[src/rtl/lz77_pkg.sv]
// Shared state encoding and default parameter set for the LZ77 decoder.
// Pure declarations; no logic, latency or flow control of its own.
package lz77_pkg;

    localparam int         SB_DEPTH_DEF = 9;
    localparam int         POS_W_DEF    = 4;
    localparam int         LEN_W_DEF    = 3;
    localparam int         CHAR_W_DEF   = 8;
    localparam logic [7:0] END_CHAR_DEF = 8'h24;

    typedef enum logic [1:0] {
        IDLE = 2'd0,
        COPY = 2'd1,
        LIT  = 2'd2,
        DONE = 2'd3
    } lz77_state_e;

endpackage

[src/rtl/lz77_search_buf.sv]
// Search buffer: shift register of recently emitted characters, entry 0 newest.
// Shift takes effect on the clock edge; read port is combinational. No backpressure.
module lz77_search_buf
    import lz77_pkg::*;
#(
    parameter int DEPTH = SB_DEPTH_DEF,
    parameter int IDX_W = POS_W_DEF,
    parameter int DAT_W = CHAR_W_DEF
) (
    input  logic             clk,
    input  logic             reset,
    input  logic             shift_en_i,
    input  logic [DAT_W-1:0] shift_dat_i,
    input  logic [IDX_W-1:0] rd_idx_i,
    output logic [DAT_W-1:0] rd_dat_o
);

    logic [DAT_W-1:0] sb_q [DEPTH];

    always_ff @(posedge clk or posedge reset) begin
        if (reset) begin
            for (int i = 0; i < DEPTH; i++) begin
                sb_q[i] <= '0;
            end
        end else if (shift_en_i) begin
            sb_q[0] <= shift_dat_i;
            for (int i = 1; i < DEPTH; i++) begin
                sb_q[i] <= sb_q[i-1];
            end
        end
    end

    // Out-of-range indices read as zero rather than X.
    always_comb begin
        rd_dat_o = '0;
        for (int i = 0; i < DEPTH; i++) begin
            if (int'(rd_idx_i) == i) begin
                rd_dat_o = sb_q[i];
            end
        end
    end

endmodule

[src/rtl/lz77_decoder_p.sv]
// LZ77 decoder: each (pos,len,char) codeword yields len copied chars then the literal.
// First char one cycle after acceptance, len+1 back-to-back chars; code_ready low while copying or done.
module lz77_decoder_p
    import lz77_pkg::*;
#(
    parameter int                SB_DEPTH = SB_DEPTH_DEF,
    parameter int                POS_W    = POS_W_DEF,
    parameter int                LEN_W    = LEN_W_DEF,
    parameter int                CHAR_W   = CHAR_W_DEF,
    parameter logic [CHAR_W-1:0] END_CHAR = CHAR_W'(END_CHAR_DEF)
) (
    input  logic              clk,
    input  logic              reset,
    input  logic              code_valid,
    output logic              code_ready,
    input  logic [POS_W-1:0]  code_pos,
    input  logic [LEN_W-1:0]  code_len,
    input  logic [CHAR_W-1:0] chardata,
    output logic              char_valid,
    output logic [CHAR_W-1:0] char_nxt,
    output logic              finish
);

    // state_q names the cycle currently on the outputs; the emitted character
    // is computed and shifted into the buffer on the edge entering that cycle.
    lz77_state_e       state_q, state_d;
    logic [POS_W-1:0]  pos_q, pos_d;
    logic [LEN_W-1:0]  rem_q, rem_d;
    logic [CHAR_W-1:0] lit_q, lit_d;
    logic              vld_q, vld_d;
    logic [CHAR_W-1:0] dat_q, dat_d;
    logic              fin_q, fin_d;
    logic              rdy_q, rdy_d;

    logic              accept;
    logic [POS_W-1:0]  pos_clamp;
    logic [POS_W-1:0]  rd_idx;
    logic [CHAR_W-1:0] rd_dat;
    logic              emit_copy;
    logic              emit_lit;
    logic [CHAR_W-1:0] lit_sel;

    assign accept    = code_valid && rdy_q;
    assign pos_clamp = (int'(code_pos) >= SB_DEPTH) ? POS_W'(SB_DEPTH - 1) : code_pos;
    assign rd_idx    = accept ? pos_clamp : pos_q;

    lz77_search_buf #(
        .DEPTH (SB_DEPTH),
        .IDX_W (POS_W),
        .DAT_W (CHAR_W)
    ) u_sbuf (
        .clk         (clk),
        .reset       (reset),
        .shift_en_i  (vld_d),
        .shift_dat_i (dat_d),
        .rd_idx_i    (rd_idx),
        .rd_dat_o    (rd_dat)
    );

    always_comb begin
        state_d   = state_q;
        pos_d     = pos_q;
        rem_d     = rem_q;
        lit_d     = lit_q;
        emit_copy = 1'b0;
        emit_lit  = 1'b0;
        lit_sel   = lit_q;

        case (state_q)
            IDLE, LIT: begin
                if (fin_q) begin
                    state_d = DONE;
                end else if (accept) begin
                    pos_d = pos_clamp;
                    lit_d = chardata;
                    if (code_len != '0) begin
                        emit_copy = 1'b1;
                        rem_d     = code_len - LEN_W'(1);
                        state_d   = COPY;
                    end else begin
                        emit_lit = 1'b1;
                        lit_sel  = chardata;
                        state_d  = LIT;
                    end
                end else begin
                    state_d = IDLE;
                end
            end
            COPY: begin
                if (rem_q != '0) begin
                    emit_copy = 1'b1;
                    rem_d     = rem_q - LEN_W'(1);
                end else begin
                    emit_lit = 1'b1;
                    state_d  = LIT;
                end
            end
            DONE: begin
                state_d = DONE;
            end
            default: begin
                state_d = IDLE;
            end
        endcase

        vld_d = emit_copy || emit_lit;
        if (emit_copy) begin
            dat_d = rd_dat;
        end else if (emit_lit) begin
            dat_d = lit_sel;
        end else begin
            dat_d = dat_q;
        end

        // The cycle carrying END_CHAR already refuses new codewords, so none is swallowed.
        fin_d = fin_q || (emit_lit && (lit_sel == END_CHAR));
        rdy_d = !fin_d && ((state_d == IDLE) || (state_d == LIT));
    end

    always_ff @(posedge clk or posedge reset) begin
        if (reset) begin
            state_q <= IDLE;
            pos_q   <= '0;
            rem_q   <= '0;
            lit_q   <= '0;
            vld_q   <= 1'b0;
            dat_q   <= '0;
            fin_q   <= 1'b0;
            rdy_q   <= 1'b0;
        end else begin
            state_q <= state_d;
            pos_q   <= pos_d;
            rem_q   <= rem_d;
            lit_q   <= lit_d;
            vld_q   <= vld_d;
            dat_q   <= dat_d;
            fin_q   <= fin_d;
            rdy_q   <= rdy_d;
        end
    end

    assign code_ready = rdy_q;
    assign char_valid = vld_q;
    assign char_nxt   = dat_q;
    assign finish     = fin_q;

endmodule

[config.mk]
export PLATFORM = sky130hd
export DESIGN_NAME = lz77_decoder_p
export DESIGN_NICKNAME = d
export VERILOG_FILES = /design/src/rtl/lz77_pkg.sv /design/src/rtl/lz77_search_buf.sv /design/src/rtl/lz77_decoder_p.sv
export SDC_FILE = /design/constraint.sdc
export NUM_CORES = 1
export LEC_CHECK = 0
export ABC_AREA = 1
export BUFFER_PORTS_ARGS = -buffer_cell sky130_fd_sc_hd__buf_2
export CORE_ASPECT_RATIO = 1.1
export CORE_MARGIN = 1
export CORE_UTILIZATION = 60
export CTS_BUF_LIST = sky130_fd_sc_hd__clkbuf_8
export CTS_CLUSTER_SIZE = 30
export DETAILED_ROUTE_END_ITERATION = 8
export PLACE_DENSITY_LB_ADDON = 0.12
export SLEW_MARGIN = 20
export SYNTH_ARGS = -nofsm -noshare
export SYNTH_HDL_FRONTEND = slang
export SYNTH_SLANG_ARGS = --single-unit
[constraint.sdc]
create_clock -name clk -period 7.4 [get_ports clk]
set_input_delay 0.37 -clock clk [delete_from_list [all_inputs] [get_ports clk]]
set_output_delay 0.37 -clock clk [all_outputs]
set_load 0.03 [all_outputs]
Word-level counts from Yosys, hierarchy flattened
Cells that the tools add are included.
{ "op_classes": {"add_sub_neg": 2, "n_lt_le_gt_ge": 1, "n_eq_ne": 17, "mux": 37, "bitwise_logic": 1, "reduce_logical": 17} }
{ "op_table": {"columns": ["op", "count"], "rows": [
  ["8-bit 2-to-1 mux", 15],
  ["4-bit == test (second input constant)", 5],
  ["3-bit 2-to-1 mux", 4],
  ["4-bit by 3-bit == test with 1-bit output (second input constant)", 2],
  ["8-bit by 6-bit == test with 1-bit output (second input constant)", 1],
  ["1-bit 2-to-1 mux", 8],
  ["2-bit 2-to-1 mux", 4],
  ["4-bit 2-to-1 mux", 2],
  ["2-bit != test (second input constant)", 4],
  ["2-bit == test (second input constant)", 3],
  ["2-bit case mux with 3 select lines", 1],
  ["3-bit case mux with 2 select lines", 1],
  ["3-bit nonzero test", 2],
  ["3-bit by 1-bit subtractor with 3-bit output (second input constant)", 2],
  ["5-bit AND reduction", 1],
  ["4-bit by 2-bit == test with 1-bit output (second input constant)", 1],
  ["4-bit greater-or-equal comparator (second input constant)", 1],
  ["2-bit logical NOT", 2],
  ["4-bit logical NOT", 1],
  ["1-bit case mux with 2 select lines", 2],
  ["1-bit logical AND", 3],
  ["1-bit logical OR", 3],
  ["3-bit AND reduction", 1],
  ["2-bit by 1-bit == test with 1-bit output (second input constant)", 1],
  ["5 further kinds", 5]
]} }
{ "totals": {"reg_bits": 100, "inputBits": 18, "output_inout_bits": 11, "elab_cells": 92} }

Logic depth before layout (Yosys ltp)
Gate-level depths: netlist (run 1).
{ "depth": {"depth_word": 14, "ltp_mapped": 16, "mapped_depth_nobuf": 15} }

Hierarchy
From an unflattened synthesis (run 1), not the netlist that was laid out.
{ "unflattened": {"hier_cells": 593, "hier_area_um2": 4898.4} }
{ "by_module_without_submodules": {"columns": ["module", "instances", "cells_per_inst", "area_each_um2", "seq_area_each_um2"], "rows": [
  ["lz77_search_buf", 1, 410, 3301.9, 1801.7],
  ["lz77_decoder_p", 1, 183, 1596.5, 700.7]
]} }

Worst setup path after synthesis (run 1)
OpenSTA, ideal clock, no wires.
{ "synth_path": {"path_type": "register -> register", "start": "reg rdy_q (netlist: code_ready)", "end": "reg rdy_q (netlist: code_ready)", "setup_ns": 0.120, "arrival_ns": 1.809, "t_required_ns": 7.280, "slack_ns": 5.472, "stages_incl_launch_ff": 11, "n_path_buf": 1, "period_less_slack_ns": 1.928, "cell_sequence": "dfrtp_1 > nand2_2 > nor2_4 > nand2_1 > buf_2 > o21ai_1 > nand2_1 > nor3b_1 > nand4_1 > o21bai_2 > nor2_1"} }
{ "synth_via": {"elab_chain_len": 9, "elab_cells_between_ends": 18, "cone_classes": "eq/ne: 2; mux: 9; reduce/logical: 7"} }
{ "synth_lines": {"columns": ["element", "line_no", "source"], "rows": [
  ["start: declaration", "lz77_decoder_p.sv:33", "logic rdy_q, rdy_d;"],
  ["start signal: assignment", "lz77_decoder_p.sv:138", "rdy_q <= rdy_d;"],
  ["1-bit logical AND (*)", "lz77_decoder_p.sv:43", "assign accept = code_valid && rdy_q;"],
  ["8-bit 2-to-1 mux", "lz77_decoder_p.sv:73", "end else if (accept) begin"],
  ["8-bit 2-to-1 mux", "lz77_decoder_p.sv:71", "if (fin_q) begin"],
  ["8-bit 2-to-1 mux", "lz77_decoder_p.sv:69", "case (state_q)"],
  ["8-bit by 6-bit == test with 1-bit output", "lz77_decoder_p.sv:116", "fin_d = fin_q || (emit_lit && (lit_sel == END_CHAR));"],
  ["1-bit logical AND (*)", "lz77_decoder_p.sv:116", null],
  ["1-bit logical OR (*)", "lz77_decoder_p.sv:116", null],
  ["via fin_d", "lz77_decoder_p.sv:32", "logic fin_q, fin_d;"],
  ["1-bit logical NOT (*)", "lz77_decoder_p.sv:117", "rdy_d = !fin_d && ((state_d == IDLE) || (state_d == LIT));"],
  ["1-bit logical AND (*)", "lz77_decoder_p.sv:117", null],
  ["via rdy_d", "lz77_decoder_p.sv:33", null]
]} }
Mark *: on every way through the listed nets, which the timed path passes. The rest lies on a longest branch.
A chain may end at the register's enable or synchronous reset.

Final worst setup path (run 1)
{ "layout_path": {"start": "reg fin_q (netlist: finish)", "end": "reg u_sbuf.sb_q[33] (netlist bit)"} }
{ "layout_via": {"elab_chain_len": 3, "elab_cells_between_ends": 5, "cone_classes": "mux: 4; reduce/logical: 1"} }
{ "layout_lines": {"columns": ["element", "line_no", "source"], "rows": [
  ["start: declaration", "lz77_decoder_p.sv:32", null],
  ["start signal: assignment", "lz77_decoder_p.sv:137", "fin_q <= fin_d;"],
  ["1-bit 2-to-1 mux", "lz77_decoder_p.sv:71", null],
  ["1-bit case mux with 2 select lines", "lz77_decoder_p.sv:69", null],
  ["1-bit logical OR (*)", "lz77_decoder_p.sv:106", "vld_d = emit_copy || emit_lit;"],
  ["end signal: indexed assignment", "lz77_search_buf.sv:28", "sb_q[i] <= sb_q[i-1];"],
  ["end: declaration", "lz77_search_buf.sv:18", "logic [DAT_W-1:0] sb_q [DEPTH];"]
]} }
Mark *: on every way between the ends. The rest lies on a longest branch, timed or not.

==> results.cfg, run 1 <==
[cts]
cts_sinks = 100
postCtsSetupRepairBufs = 0
cts_buffers = 9
ctsResizeCount = 0
htree_levels = 3
cts_root_buf = clkbuf_8
clockBufferDepth = 2
cts_hold_buf = 0
path_clk_slew_ns = 0.09
clock_latency_ns = 0.36
tritoncts = built

[placement]
place_congestion = 0.902
dp_hpwl_mm = 7.02
io_buffers = 28

[logic_synthesis]
synth-xor-area-share = 0.00181
syn_nets = 628
synth-adder-area-share = 0.00259
yosysTopAreaCell = dfrtp_1
synth_area_leaders = dfrtp_1 (52%), nand2_1 (16%), o21ai_0 (8.6%)
syn_area_per_cell_sq_um = 7.93
yosysWarnings = 0
yosysSeqAreaShare = 0.518
synth_compound_area_frac = 0.110
synth_simple_gate_area_share = 0.277
ys_seq_elements = 100
synth_top_area_frac = 0.518
synthMuxAreaShare = 0.00829
yosys.cell_types.count = 32
syn-instance-count = 609
synth_top_family_by_area = simple AND/OR/NAND/NOR gates
synthesis.area_sq_um = 4830

[grt]
grt_max_degree = 79
grt_overflow_total = 0
grt.total_usage = 0.266
antenna_found_initial = 0
grt_pass1_wl_mm = 16.9
grt_pass1_vias = 3604

[power_and_ir_drop]
peakVddDrop_uv = 306
power.density_nw_per_um2 = 454
cellLeakagePower_uw = 0.00265

[sta]
hold_slack_ns = -0.00353
hold_viol_final = 3
timing.final.crit_share = 0.387
setup_viol = 0
finalCriticalPeriod_ns = 2.86
slew_violations = 0
maxSlewHeadroom = 0.348
tightestPinTransition_ns = 0.978
clock.fmax_mhz = 349
rsz0062_at_grt = false
fin_setup_tns_ns = 0
clock-skew-final_ns = 0.00974

[final_layout]
diodes = 0
area_delta_synth_final_pct = 7.52
layout-drive-gt1-share = 0.122
final_nets = 646

[floorplan]
dieArea_sq_um = 8410
die_y_um = 96.1
initial_core_util = 0.632
die_w_um = 87.5
ios = 29
core_area_sq_um = 7640
rows = 33

[setup_path]
start_kind = flip-flop
end_kind = flip-flop
worstRegToRegCells = 10
cp_max_fo = 68
cp-endpoint = u_sbuf.sb_q[33]$_DFFE_PP0P_
required_ns = 7.60
startpoint = finish$_DFF_PP0_
regToRegEndpoint = u_sbuf.sb_q[33]$_DFFE_PP0P_
cp.arrival_ns = 3.06
worst-setup-path-type = flip-flop to flip-flop
r2r-start = finish$_DFF_PP0_
r2r_slack_ns = 4.54

[route]
drt_drc_violations_left = 0
wl_per_cell_um = 13.7
vias = 3872
vias_per_cell = 5.25
drtIter0Drc = 263
routed_wl_mm = 10.1
first_pass_iters = 7
ant_nets = 0

[run_status]
violations = hold timing
status = finished with violations

[min_path]
hold_path_class = primary input to asynchronous set/reset pin

[job]
maxCapViolations = 0
-- cells by family (layout without fill, tap and decap cells) --
| group | after synthesis | count (layout) |
|---|---|---|
| compound gates | 101 | 101 |
| xor+xnor | 1 | 1 |
| flops | 100 | 100 |
| fa+ha+maj | 1 | 1 |
| simple gates | 308 | 308 |
| buf+inv | 94 | 117 |
| mux | 4 | 4 |
-- report_power, final --
group | switching (uW) | leakage (uW) | internal [uW] | total, uW
clock | 180 | 0.000107 | 173 | 352
sequential | 132 | 0.00131 | 780 | 912
combinational | 785 | 0.00124 | 310 | 1090
-- flip-flops by register name, indices dropped and copies added, names as in the netlist, 2 cells and up --
signal and flops:
u_sbuf.sb_q 72, char_nxt 8, lit_q 8, pos_q 4
rem_q 3, state_q 2
-- worst min path at each step --
stage	end	slack, ns
floorplan	lit_q[1]$_DFFE_PP0P_	0.44
global route	u_sbuf.sb_q[14]$_DFFE_PP0P_	0.03
detailed placement	u_sbuf.sb_q[6]$_DFFE_PP0P_	0.40
global placement	u_sbuf.sb_q[6]$_DFFE_PP0P_	0.40
CTS	u_sbuf.sb_q[6]$_DFFE_PP0P_	0.02
finish	u_sbuf.sb_q[6]$_DFFE_PP0P_	-0.004
-- layout by cell type, fill, tap and decap left out, drive strengths merged, types with 2 or more instances in the layout --
cell type	n
clkinv	3
nor2	41
clkbuf	11
o21bai	2
a21oi	8
mux2i	4
nand4	10
nand2	222
dfrtp	100
inv	71
o21ai	89
nor3	2
nand3	32
buf	30
-- cells in the mapped netlist (all sizes together) --
cell type and count:
dfrtp 100, a21oi 8, nand3 32, mux2i 4, o21ai 89, ha 1, a22o 1, nor3b 1
buf 16, inv 70, nand4 10, nor3 2, clkinv 1, nor2 41, xor2 1, nand2 222
o211ai 1, clkbuf 7, o21bai 2
-- stage by stage --
step,setup WS [ns],total power [uW],util,cell area [sq um],instances
finish,4.54,2360,0.679,5190,737
global route,4.20,2570,0.679,5190,737
CTS,4.54,2370,0.679,5190,737
detailed placement,4.55,2010,0.653,4990,721
global placement,4.68,1960,0.653,4990,721
floorplan,4.41,1780,-,4830,609
-- layout make-up --
| cell class | count | area (sq um) |
|---|---|---|
| clock buffers | 11 | 151 |
| well taps | 105 | 131 |
| fillers | 628 | 2450 |
| repair buffers | 30 | 155 |
| clock inverters | 5 | 51.3 |
| multi-input cells | 415 | 1930 |
| inverters | 71 | 269 |
| flip-flops and latches | 100 | 2500 |
-- critical path, stage by stage, from the launching register on --
cell and delay (ns):
dfrtp_1 0.43, nor2_1 0.22, inv_2 0.14, nor2_4 0.24
nand2_1 0.29, inv_2 0.18, nor2_2 0.07, inv_2 0.18
nor2_4 0.05, inv_2 0.69, o21ai_0 0.18
-- per-layer routing --
metal	part of all wire	track usage	vias up
met4	0.019	0.112	0
met1	0.46	0.372	1792
li1	-	-	1950
met5	0	0	-
met2	0.47	0.422	114
met3	0.047	0.0334	16
(Power assumes the default switching activity.)
==> run 2, diff against run 1 <==
==> constraint.sdc (replaced) <==
create_clock -name clk -period 2.8 [get_ports clk]
set_input_delay 0.14 -clock clk [delete_from_list [all_inputs] [get_ports clk]]
set_output_delay 0.14 -clock clk [all_outputs]
set_load 0.03 [all_outputs]
==> run 2 against run 1 <==
Against the previous run: sequential share of layout area fell by 0.74 points; combinational power rose to 2.8 times the previous value; the flow now finishes without violations; clock skew barely moved; non-clock buffer count rose by 7; die area did not move; flip-flop and latch count did not move; global-route usage rose by 2.2 points.
==> results.cfg, run 2 (synthesis results as in run 1) <==
[job]
maxCapViolations = 0

[grt]
grt_pass1_vias = 3708
grt_overflow_total = 0
grt_pass1_wl_mm = 18.2
grt.total_usage = 0.288
antenna_found_initial = 0
grt_max_degree = 53

[cts]
path_clk_slew_ns = 0.09
cts_buffers = 9
cts_sinks = 100
tritoncts = built
postCtsSetupRepairBufs = 0
cts_hold_buf = 2
clockBufferDepth = 2
htree_levels = 3
ctsResizeCount = 0
clock_latency_ns = 0.35
cts_root_buf = clkbuf_8

[route]
routed_wl_mm = 11.1
first_pass_iters = 5
wl_per_cell_um = 15.0
drtIter0Drc = 359
vias = 3963
drt_drc_violations_left = 0
vias_per_cell = 5.33
ant_nets = 0

[floorplan]
die_w_um = 87.5
die_y_um = 96.1
initial_core_util = 0.632
ios = 29
core_area_sq_um = 7640
rows = 33
dieArea_sq_um = 8410

[final_layout]
largest-register = u_sbuf.sb_q
diodes = 0
layout-drive-gt1-share = 0.127
mostFrequentLayoutCell = nand2_1
seq_area_sq_um = 2500
final_nets = 653
area_delta_synth_final_pct = 9.20
largest_register_ffs = 72
multi_input_area_sq_um = 1930
fill_cells = 640
final_cell_mix = nand2_1 (212), dfrtp_1 (100), o21ai_0 (83)

[power_and_ir_drop]
swShare = 0.463
p_int_uw = 3450
p_sw_uw = 2980
power_frac_clock = 0.144
peakVddDrop_uv = 558
p_seq_frac = 0.376
power.density_nw_per_um2 = 1220
comb_power_share = 0.480
cellLeakagePower_uw = 0.00269

[setup_path]
start_kind = flip-flop
critical-path-top-delay-family = simple AND/OR/NAND/NOR gates
cp_cell_sequence = nand2_2 -> inv_2 -> nand2_2 -> nand2_1 -> nor2_2 -> nand2_4 -> nor2_1 -> nor2_1 -> nand3_1 -> nand2_1 -> nand3_1 -> nand2_1 -> nand2_1 -> nand2_1 -> nand2_1
slowest_stage = nor2_2
worst-setup-path-type = flip-flop to flip-flop
max_stage_delay_ns = 0.68
cp_max_fo = 20
cpMostUsedCell = nand2_1
end_kind = flip-flop
path_buf_inv = 1
required_ns = 3.10
cp.arrival_ns = 2.85

[sta]
finalWorstSetupSlack_ns = 0.245
hold_viol_final = 0
fin_setup_tns_ns = 0
clock-skew-final_ns = 0.00995
clock.fmax_mhz = 391
slew_violations = 0
finalCriticalPeriod_ns = 2.55
rsz0062_at_grt = false
tightestPinTransition_ns = 0.866
timing.final.crit_share = 0.912
maxSlewHeadroom = 0.422
setup_viol = 0

[min_path]
hold_path_class = primary input to flip-flop

[run_status]
status = finished clean

[placement]
pre_cts_slack_ns = 0.299
place_congestion = 0.826
io_buffers = 28
dp_hpwl_mm = 7.82
==> run 2: cell types whose count changed in the layout (fill, tap and decap cells not counted) <==
cell,change
clkinv_2,-2
buf_12,+2
clkinv_4,+1
buf_4,+3
dlygate4sd3_1,+2
==> run 2: final timing paths <==
| path | from | end | slack (ns) | depth (start not counted) |
|---|---|---|---|---|
| worst max-delay path | code_ready$_DFF_PP0_ | u_sbuf.sb_q[71]$_DFFE_PP0P_ | 0.25 | 15 |
| worst max register to register | code_ready$_DFF_PP0_ | u_sbuf.sb_q[71]$_DFFE_PP0P_ | 0.25 | 15 |
| worst min register to register | lit_q[2]$_DFFE_PP0P_ | lit_q[2]$_DFFE_PP0P_ | 0.49 | 2 |
| max in group asynchronous | reset | char_nxt[1]$_DFF_PP0_ | 1.61 | 4 |
| min in group asynchronous | reset | rem_q[2]$_DFFE_PP0P_ | 0.43 | 3 |
| worst min-delay path | chardata[6] | lit_q[6]$_DFFE_PP0P_ | 0.006 | 3 |
==> run 2: worst register-to-register path, cell delays in order, from the launching register on <==
cell and delay (ns):
dfrtp_1 0.44, nand2_2 0.19, inv_2 0.06, nand2_2 0.15, nand2_1 0.08, nor2_2 0.68, nand2_4 0.14, nor2_1 0.17
nor2_1 0.07, nand3_1 0.07, nand2_1 0.06, nand3_1 0.09, nand2_1 0.06, nand2_1 0.11, nand2_1 0.06, nand2_1 0.06
==> run 2: area by class of cell <==
cell class | count | area share
multi-input cells | 415 | 0.366
inverters | 71 | 0.0510
clock buffers | 11 | 0.0287
clock inverters | 4 | 0.00949
well taps | 105 | 0.0249
flip-flops and latches | 100 | 0.475
repair buffers | 37 | 0.0451
==> run 2: layer usage <==
layer,wire (um),vias to the layer above,track usage
li1,-,1963,-
met1,5110,1859,0.396
met2,5320,120,0.479
met3,531,21,0.0472
met4,164,0,0.0738
met5,0,-,0
==> run 2: metrics by stage <==
step	instance area [sq um]	hold slack [ns]	power, uW	utilization	std cells
2_1_floorplan	4830	0.257	4700	-	609
3_3_place_gp	5050	0.284	5390	0.661	726
3_5_place_dp	5050	0.284	5490	0.661	726
4_1_cts	5270	0.000960	6440	0.690	743
5_1_grt	5270	0.00419	6970	0.690	743
6_report	5270	0.00607	6430	0.690	743
==> run 2: power by group through the flow <==
stage | clock, uW | sequential [uW] | combinational (uW)
finish | 929 | 2420 | 3090
floorplan | 0 | 2470 | 2230
detailed placement | 0 | 2430 | 3060
global route | 1010 | 2480 | 3480
global placement | 0 | 2420 | 2970
CTS | 950 | 2410 | 3090
==> run 3, diff against run 2 <==
--- a/config.mk
+++ b/config.mk
@@ -17,4 +17,5 @@
 export SLEW_MARGIN = 20
 export SYNTH_ARGS = -nofsm -noshare
 export SYNTH_HDL_FRONTEND = slang
+export SYNTH_HIERARCHICAL = 1
 export SYNTH_SLANG_ARGS = --single-unit
==> run 3 against run 2 <==
Against the previous run: wire length is 5.3% lower; highest routed layer unchanged; utilization is 0.57 points lower; critical path depth is 1 higher; power is 64% lower; sequential share of layout area is 1.3 points lower; count of clock-buffer cells in the layout is 2 lower; worst setup slack better by 0.0025 ns; largest power group is now registers.
==> results.cfg, run 3 <==
[run_status]
status = finished clean

[placement]
dp_hpwl_mm = 7.39
io_buffers = 28
place_congestion = 0.846
postPlaceCellArea_sq_um = 5180

[route]
drtIter0Drc = 366
routed_wl_mm = 10.5
ant_nets = 0
wl_per_cell_um = 14.2
vias = 3948
first_pass_iters = 8
drt_drc_violations_left = 0
vias_per_cell = 5.34

[final_layout]
diodes = 0
final_nets = 646
layout-drive-gt1-share = 0.195
largest_register_ffs = 72
final_cell_mix = nand2_1 (129), dfrtp_1 (100), inv_1 (70)
largest-register = u_sbuf/sb_q
design_area_sq_um = 5420
area_delta_synth_final_pct = 10.5
mostFrequentLayoutCell = nand2_1
fin_util = 0.684

[power_and_ir_drop]
comb_power_share = 0.026
swShare = 0.233
power_frac_clock = 0.352
peakVddDrop_uv = 249
p_int_uw = 1780
p_sw_uw = 540
cellLeakagePower_uw = 0.00257
power.density_nw_per_um2 = 429
p_seq_frac = 0.622

[setup_path]
worstRegToRegCells = 16
worst-setup-path-type = flip-flop to flip-flop
r2r-start = code_ready$_DFF_PP0_
end_kind = flip-flop
r2r_slack_ns = 0.25
cp.arrival_ns = 2.79
regToRegEndpoint = u_sbuf/sb_q[69]$_DFFE_PP0P_
cp_max_fo = 7
required_ns = 3.04
start_kind = flip-flop

[logic_synthesis]
synth_flop_cell = dfrtp_1
ys_seq_elements = 100
syn_nets = 612
yosysWarnings = 6
synth_top_cells_by_count = nand2_1 (132), dfrtp_1 (100), inv_1 (72)
synth_top_area_frac = 0.511
syn_area_per_cell_sq_um = 8.26
synth.most_common_cell = nand2_1
syn-instance-count = 593
synth_area_leaders = dfrtp_1 (51%), nand2_1 (10%), o21ai_0 (5.7%)
synthesis.area_sq_um = 4900
yosys.cell_types.count = 34
synth_edf_count = 0
yosysTopAreaCell = dfrtp_1
async_flop_share = 1.00
yosysSeqAreaShare = 0.511

[cts]
cts_sinks = 100
cts_buffers = 9
htree_levels = 3
cts_root_buf = clkbuf_8
tritoncts = built
clockBufferDepth = 2
clock_latency_ns = 0.36
path_clk_slew_ns = 0.10

[grt]
grt.total_usage = 0.271
met1_usage = 0.357
met3_usage = 0.0367
antenna_found_initial = 0
grt_max_degree = 69
grt-busiest-layer = met2
grt_pass1_vias = 3823
grt_overflow_total = 0
use_met2 = 0.452
grt_pass1_wl_mm = 17.6

[sta]
finalCriticalPeriod_ns = 2.55
timing.final.crit_share = 0.911
slew_violations = 0
tightestPinTransition_ns = 0.786
maxSlewHeadroom = 0.475
clock.fmax_mhz = 392
hold_viol_final = 0
clock-skew-final_ns = 0.0152
hold_slack_ns = 0.0440
fin_setup_tns_ns = 0
setup_viol = 0

[floorplan]
ios = 29
initial_core_util = 0.619
die_w_um = 88.2
dieArea_sq_um = 8530
rows = 34
core_area_sq_um = 7910
die_y_um = 96.8

[min_path]
hold_path_class = primary input to flip-flop
hold_start = chardata[6]
whs_path_depth = 3
hold_path_end = lit_q[6]$_DFFE_PP0P_

[job]
maxCapViolations = 0
## run 3: changes by cell type after synthesis, sizes merged, moves of 6 or more
cell / previous run / this run
nand2: 222 / 147
nor2: 41 / 79
a21oi: 8 / 41
o21ai: 89 / 67
inv: 70 / 79
mux2: 0 / 6
## run 3: worst max path at each step
stage / startpoint / to / slack (ns) / depth (start not counted)
final: code_ready$_DFF_PP0_ / u_sbuf/sb_q[69]$_DFFE_PP0P_ / 0.25 / 16
after global routing: code_ready$_DFF_PP0_ / u_sbuf/sb_q[69]$_DFFE_PP0P_ / -0.008 / 16
after detailed placement: code_ready$_DFF_PP0_ / u_sbuf/sb_q[69]$_DFFE_PP0P_ / -0.25 / 14
after floorplan: code_ready$_DFF_PP0_ / u_sbuf/sb_q[70]$_DFFE_PP0P_ / 0.34 / 13
after CTS: code_ready$_DFF_PP0_ / u_sbuf/sb_q[69]$_DFFE_PP0P_ / 0.03 / 16
after global placement: code_ready$_DFF_PP0_ / u_sbuf/sb_q[69]$_DFFE_PP0P_ / -0.13 / 15
## run 3: logic make-up after synthesis
| family | count (synthesis) | synth area share |
|---|---|---|
| xor+xnor | 1 | 0.00179 |
| simple gates | 270 | 0.256 |
| fa+ha+maj | 1 | 0.00255 |
| compound gates | 112 | 0.125 |
| flops | 100 | 0.511 |
| buf+inv | 102 | 0.0881 |
| mux | 7 | 0.0158 |
## run 3: what timing repair did
item,in CTS,in global routing
setup endpoints to repair,10,9
gates resized for setup,3,8
hold buffers,1,0
gates cloned,0,0
setup buffers,0,3
endpoints found under the hold margin,35,0
## run 3: cell type report
type / count / area (sq um)
Fill cell: 658 / 2500
Sequential cell: 100 / 2500
Timing Repair Buffer: 45 / 295
Clock buffer: 9 / 124
Clock inverter: 7 / 43.8
Inverter: 80 / 312
Multi-Input combinational cell: 391 / 2000
Tap cell: 108 / 135
## run 3: through the flow
stage                     total power (uW)  cells  worst slack, ns
after floorplan                       1510    593            0.342
after global placement                1530    720           -0.131
after detailed placement              1530    720           -0.253
after CTS                             2340    737           0.0290
after global routing                  2400    740         -0.00803
final                                 2320    740            0.248
## run 3: per-layer routing
metal / part of all wire / up-vias
met5: 0 / -
met4: 0.024 / 0
met3: 0.050 / 30
met2: 0.49 / 129
met1: 0.44 / 1838
li1: - / 1951
## run 3: worst max-delay path, cell delays in order (launching register included)
cell and delay, ns:
dfrtp_1 0.40, nand2_4 0.08, nor2_1 0.17, inv_1 0.10, o22ai_2 0.17, buf_4 0.17
inv_1 0.05, nor2_2 0.21, nand2_1 0.15, clkinvlp_4 0.17, nand2_1 0.06, nand2_1 0.06
nand4_1 0.18, nand2_2 0.12, nand3_1 0.14, nand2_1 0.11, o21ai_0 0.08
## run 3: power groups by stage
| stage | sequential, uW | clock [uW] | combinational [uW] |
|---|---|---|---|
| final | 1440 | 817 | 60.7 |
| after global routing | 1440 | 889 | 71.6 |
| after CTS | 1440 | 833 | 63.0 |
| after detailed placement | 1470 | 0 | 61.4 |
| after global placement | 1470 | 0 | 60.5 |
| after floorplan | 1470 | 0 | 33.4 |
